`src/rtl/dlx_pkg.sv`:
```
// Shared DLX core types: NOP encoding, fetch FSM states and an
// immediate sign-extension helper.
package dlx_pkg;

    localparam logic [0:31] NOP_INSTR = 32'h00000013;

    typedef enum logic [1:0] {
        S_REQ  = 2'd0,
        S_HOLD = 2'd1,
        S_DROP = 2'd2
    } state_e;

    // 16-bit fields sit right-justified in [10:25]; sign bit is imm[10]
    function automatic logic [0:31] sext(
        input logic [0:25] imm,
        input logic        is_short
    );
        logic [0:31] r;
        if (is_short) begin
            r = {{16{imm[10]}}, imm[10:25]};
        end else begin
            r = {{6{imm[0]}}, imm};
        end
        return r;
    endfunction

endpackage

```
`src/rtl/ifetch_next_pc.sv`:
```
// Redirect decision and branch/jump target computation for the
// fetch stage (purely combinational).
module ifetch_next_pc
    import dlx_pkg::*;
(
    input  logic        stall,
    input  logic        if_valid,
    input  logic        branch,
    input  logic        branch_ne,
    input  logic        jump,
    input  logic        jump_reg,
    input  logic        zero,
    input  logic [0:15] branch_imm,
    input  logic [0:25] jump_imm,
    input  logic [0:31] reg_target,
    input  logic [0:31] if_npc,
    output logic        redir,
    output logic [0:31] target
);

    logic        taken;
    logic [0:31] raw_target;

    always_comb begin
        taken = jump | jump_reg | (branch & zero) | (branch_ne & ~zero);
        redir = ~stall & if_valid & taken;
        if (jump_reg) begin
            raw_target = reg_target;
        end else if (jump) begin
            raw_target = if_npc + sext(jump_imm, 1'b0);
        end else begin
            raw_target = if_npc + sext({10'd0, branch_imm}, 1'b1);
        end
        // fetch addresses are always word aligned
        target = raw_target & 32'hFFFF_FFFC;
    end

endmodule

```
`src/rtl/ifetch_stage.sv`:
```
// DLX instruction-fetch stage: PC, imem handshake, skid buffer, IF/ID.
// Optional perf counters enabled by defining IFETCH_PERF_CNT_EN.
module ifetch_stage
    import dlx_pkg::*;
#(
    parameter logic [0:31] RESET_PC  = 32'h00000000,
    parameter logic [0:31] NOP_INSTR = dlx_pkg::NOP_INSTR
) (
    input  logic        clk,
    input  logic        rst_n,
    input  logic        stall,
    input  logic        branch,
    input  logic        branch_ne,
    input  logic        jump,
    input  logic        jump_reg,
    input  logic        zero,
    input  logic [0:15] branch_imm,
    input  logic [0:25] jump_imm,
    input  logic [0:31] reg_target,
    output logic        imem_req,
    output logic [0:31] imem_addr,
    input  logic        imem_ready,
    input  logic [0:31] imem_rdata,
    output logic [0:31] if_instr,
    output logic [0:31] if_npc,
    output logic        if_valid
`ifdef IFETCH_PERF_CNT_EN
    ,
    output logic [0:31] perf_fetched,
    output logic [0:31] perf_squashed,
    output logic [0:31] perf_stall_cyc
`endif
);

    state_e      state_q,     state_d;
    logic [0:31] pc_q,        pc_d;
    logic [0:31] drop_addr_q, drop_addr_d;
    logic [0:31] skid_q,      skid_d;
    logic [0:31] instr_q,     instr_d;
    logic [0:31] npc_q,       npc_d;
    logic        valid_q,     valid_d;

    logic        redir;
    logic [0:31] target;
    logic [0:31] pc_inc;
    logic [0:31] addr_sel;

    ifetch_next_pc u_next_pc (
        .stall      (stall),
        .if_valid   (valid_q),
        .branch     (branch),
        .branch_ne  (branch_ne),
        .jump       (jump),
        .jump_reg   (jump_reg),
        .zero       (zero),
        .branch_imm (branch_imm),
        .jump_imm   (jump_imm),
        .reg_target (reg_target),
        .if_npc     (npc_q),
        .redir      (redir),
        .target     (target)
    );

    always_comb begin
        addr_sel  = (state_q == S_DROP) ? drop_addr_q : pc_q;
        imem_addr = addr_sel & 32'hFFFF_FFFC;
        imem_req  = rst_n & (state_q != S_HOLD);
        pc_inc    = pc_q + 32'd4;
    end

    always_comb begin
        state_d     = state_q;
        pc_d        = pc_q;
        drop_addr_d = drop_addr_q;
        skid_d      = skid_q;
        instr_d     = instr_q;
        npc_d       = npc_q;
        valid_d     = valid_q;
        unique case (state_q)
            S_REQ: begin
                if (redir) begin
                    pc_d    = target;
                    instr_d = NOP_INSTR;
                    npc_d   = '0;
                    valid_d = 1'b0;
                    // keep the old address on the bus until memory answers
                    if (!imem_ready) begin
                        drop_addr_d = pc_q;
                        state_d     = S_DROP;
                    end
                end else if (imem_ready && !stall) begin
                    instr_d = imem_rdata;
                    npc_d   = pc_inc;
                    valid_d = 1'b1;
                    pc_d    = pc_inc;
                end else if (imem_ready) begin
                    skid_d  = imem_rdata;
                    state_d = S_HOLD;
                end else if (!stall) begin
                    instr_d = NOP_INSTR;
                    npc_d   = '0;
                    valid_d = 1'b0;
                end
            end
            S_HOLD: begin
                if (!stall) begin
                    instr_d = skid_q;
                    npc_d   = pc_inc;
                    valid_d = 1'b1;
                    pc_d    = pc_inc;
                    state_d = S_REQ;
                end
            end
            S_DROP: begin
                if (!stall) begin
                    instr_d = NOP_INSTR;
                    npc_d   = '0;
                    valid_d = 1'b0;
                end
                if (imem_ready) begin
                    state_d = S_REQ;
                end
            end
            default: begin
                state_d = S_REQ;
            end
        endcase
    end

    always_ff @(posedge clk) begin
        if (!rst_n) begin
            state_q     <= S_REQ;
            pc_q        <= RESET_PC;
            drop_addr_q <= '0;
            skid_q      <= '0;
            instr_q     <= NOP_INSTR;
            npc_q       <= '0;
            valid_q     <= 1'b0;
        end else begin
            state_q     <= state_d;
            pc_q        <= pc_d;
            drop_addr_q <= drop_addr_d;
            skid_q      <= skid_d;
            instr_q     <= instr_d;
            npc_q       <= npc_d;
            valid_q     <= valid_d;
        end
    end

    assign if_instr = instr_q;
    assign if_npc   = npc_q;
    assign if_valid = valid_q;

`ifdef IFETCH_PERF_CNT_EN
    logic [0:31] fetched_q,  fetched_d;
    logic [0:31] squashed_q, squashed_d;
    logic [0:31] stall_q,    stall_d;

    always_comb begin
        fetched_d  = fetched_q;
        squashed_d = squashed_q;
        stall_d    = stall_q;
        if (imem_req && imem_ready) begin
            fetched_d = fetched_q + 32'd1;
        end
        if (redir) begin
            squashed_d = squashed_q + 32'd1;
        end
        if (stall) begin
            stall_d = stall_q + 32'd1;
        end
    end

    always_ff @(posedge clk) begin
        if (!rst_n) begin
            fetched_q  <= '0;
            squashed_q <= '0;
            stall_q    <= '0;
        end else begin
            fetched_q  <= fetched_d;
            squashed_q <= squashed_d;
            stall_q    <= stall_d;
        end
    end

    assign perf_fetched   = fetched_q;
    assign perf_squashed  = squashed_q;
    assign perf_stall_cyc = stall_q;
`endif

endmodule

```
`config.mk`:
```
export PLATFORM = sky130hd
export DESIGN_NAME = ifetch_stage
export DESIGN_NICKNAME = d
export VERILOG_FILES = /design/src/rtl/dlx_pkg.sv /design/src/rtl/ifetch_next_pc.sv /design/src/rtl/ifetch_stage.sv
export SDC_FILE = /design/constraint.sdc
export NUM_CORES = 1
export LEC_CHECK = 0
export BUFFER_PORTS_ARGS = -buffer_cell sky130_fd_sc_hd__buf_2
export CAP_MARGIN = 20
export CORE_ASPECT_RATIO = 0.6
export CORE_MARGIN = 2
export CORE_UTILIZATION = 29
export CTS_CLUSTER_SIZE = 24
export DETAILED_ROUTE_END_ITERATION = 10
export PLACE_DENSITY_LB_ADDON = 0.1
export SYNTH_ARGS = -nofsm -noshare
export SYNTH_HDL_FRONTEND = slang
export SYNTH_SLANG_ARGS = --single-unit
```
`constraint.sdc`:
```
create_clock -name clk -period 7.6 [get_ports clk]
set_clock_uncertainty 0.2 [all_clocks]
set_input_delay 1.9 -clock clk [delete_from_list [all_inputs] [get_ports clk]]
set_output_delay 1.9 -clock clk [all_outputs]
set_load 0.02 [all_outputs]
```
==> impl_metrics.json <==
{
  "status": "completed",
  "arrival_ns": 5.83,
  "crit_type": "in2reg",
  "die_y_um": 148,
  "io_pins": 213,
  "hold-worst-slack_ns": 0.254,
  "grt_use_total_pct": 21.9,
  "tightest_slew_ns": 0.953,
  "maxCapViolCount": 0,
  "clock-sinks": 159,
  "p_leak_uw": 0.00482,
  "critPathBufInv": 2,
  "yosys.area.top_type_share_pct": 32.0,
  "finalCritPeriodShare_pct": 74.8,
  "synthArstFlopShare_pct": 0,
  "initial_core_util_pct": 29.5,
  "cts_buffers": 17,
  "ant_nets": 0,
  "end_kind": "register",
  "syn-mean-instance-area_um2": 7.50,
  "ys_ff_latch": 159,
  "final_cell_mix": "nand2_1 (251), buf_2 (208), dfxtp_1 (159)",
  "vdd.ir_drop.worst_mv": 0.163,
  "holdBufCountCts": 0,
  "ys_seq_area_share_pct": 32.0,
  "rows": 52,
  "worstSkewPairLatency_ns": 0.45,
  "synth.cell_area_um2": 9950,
  "place.gp.congestion": 0.937,
  "antenna_found_initial": 0,
  "synth-edff-count": 0,
  "total_power_uw": 2160,
  "grt_pass1_wl_um": 59900,
  "hp-class": "reg2reg",
  "relSlewSlack_pct": 36.0,
  "coreArea_um2": 33800,
  "htreeDepth": 4,
  "wl_per_cell_um": 20.4,
  "worstPathMaxFanout": 17,
  "path_clk_slew_ns": 0.06,
  "setup_tns_ns": 0,
  "drt_iter0_drc": 999,
  "place_hpwl_um": 29200,
  "synthFlopType": "dfxtp_1",
  "vias": 10500,
  "syn_to_final_growth_pct": 20.2,
  "rsz0062_at_grt": "false",
  "fill_cells": 3649,
  "synth.distinct_cells": 77,
  "critPathRequiredTime_ns": 7.74,
  "period_minus_slack_ns": 5.69,
  "postCtsSetupBuffers": 0,
  "drv_slew": 0,
  "cts_buffer_depth": 2,
  "routed_wl_um": 39800,
  "slowest_stage": "a211oi_1",
  "layout.nets": 1626,
  "final_common_cell": "nand2_1",
  "finalSetupViolCount": 0,
  "cp-start-kind": "primary input",
  "die_area_um2": 35900,
  "crit_chain": "buf_2 > buf_4 > mux2_2 > ha_1 > a21oi_1 > nand4_1 > a211oi_1 > nor3_1 > a31oi_1 > o2111ai_1 > and3_1",
  "dr.pass1.iters": 6,
  "synthTopCellsByArea": "dfxtp_1 (32%), nand2_1 (9.5%), a21oi_1 (6.7%)",
  "yosysTopAreaCell": "dfxtp_1",
  "fmax_ghz": 0.176,
  "layout-drive-gt1-share_pct": 21.6,
  "portBuffers": 208,
  "synthCells": 1328,
  "drc": 0,
  "cts_tree": "built",
  "vias_per_cell": 5.36,
  "grt_overflow_total": 0,
  "clock-root-buffer": "clkbuf_16",
  "hold_viol_final": 0,
  "pwr_density_cell_nw_per_um2": 181,
  "ys.warnings.count": 0,
  "grt_pass1_vias": 9486,
  "cp_slowest_stage_delay_ns": 0.70,
  "die_w_um": 243,
  "grt_max_degree": 64,
  "cpLargestDelayFamily": "compound AO/OA/AOI/OAI gates",
  "cts_resized": 0
}
[synth_stat cells (4+ instances only)]
library cell,instances
nor2b_1,7
o211ai_1,36
mux2_2,39
a22oi_1,50
and2_1,7
o22ai_1,5
and4_1,6
xor2_1,18
o21ai_0,86
and3_1,12
inv_1,21
buf_2,12
buf_1,8
nor3_1,21
nand2b_1,8
nand4_1,13
dfxtp_1,159
a221oi_1,4
nor4_1,6
o31ai_1,6
a21oi_1,133
a32oi_1,6
a31oi_1,10
o21bai_1,5
mux2i_1,12
nor3b_1,4
a211oi_1,10
nand2_1,251
clkbuf_1,79
o221ai_1,8
ha_1,35
o21a_1,5
nor2_1,110
xnor2_1,26
nand3_1,38
a21o_1,14
[worst min-delay path, stage by stage (launching register included)]
cell and delay, ns:
dfxtp_1 0.31, nand2_1 0.05, a21oi_1 0.05
[area by class of cell]
class	count	area [um^2]	area share, %
Timing Repair Buffer	231	1230	10.3
Clock buffer	20	467	3.90
Clock inverter	12	100	0.837
Sequential cell	159	3180	26.6
Antenna cell	1	2.50	0.0209
Inverter	22	85.1	0.711
Multi-Input combinational cell	1045	6320	52.8
Tap cell	459	574	4.80
[metal layers]
metal	vias to the layer above	share of wire [%]	wire [um]	global-route usage [%]
li1	5075	-	-	-
met1	5005	53	21200	35.0
met2	350	38	15200	28.6
met3	24	7.4	2950	5.05
met4	0	1.0	417	5.03
met5	-	0	0	0
[per-stage QoR]
stage	setup WS, ns	cells	utilization [%]	cell area, um^2
after global placement	1.61	1915	33.7	11400
after detailed placement	1.56	1915	33.7	11400
final	1.91	1949	35.4	12000
after global routing	1.67	1948	35.4	12000
after CTS	2.04	1947	35.3	11900
after floorplan	2.46	1329	-	9960
[sequential cells by signal, indices dropped and copies added (netlist names)]
signal / flops
drop_addr_q: 30
if_instr: 32
if_npc: 32
if_valid: 1
pc_q: 30
skid_q: 32
state_q: 2
[final timing paths]
kind	depth (start not counted)	end	start	slack, ns
max	11	pc_q[4]	jump	1.91
min	2	drop_addr_q[14]	drop_addr_q[14]	0.25
max reg2reg	8	pc_q[4]	if_npc[21]	3.90
min reg2reg	2	drop_addr_q[14]	drop_addr_q[14]	0.25
[report_power, final]
group,total [uW],leakage [uW],switching [uW],internal (uW)
sequential,899,0.00129,33.1,866
clock,849,0.000260,399,451
combinational,415,0.00327,274,141
[logic make-up (layout without fill, tap and decap cells)]
kind of cell | after synthesis | in the layout | share of synthesized area (%)
AO/OA/AOI/OAI | 417 | 417 | 26.9
XOR/XNOR | 44 | 44 | 3.87
adder cells (fa/ha/maj) | 35 | 35 | 4.40
buffers and inverters | 125 | 285 | 4.99
flip-flops | 159 | 159 | 32.0
multiplexers | 52 | 52 | 5.76
other | 1 | 3 | 0.0377
AND/OR/NAND/NOR | 495 | 495 | 22.0
Power figures use the tool's default switching activity.
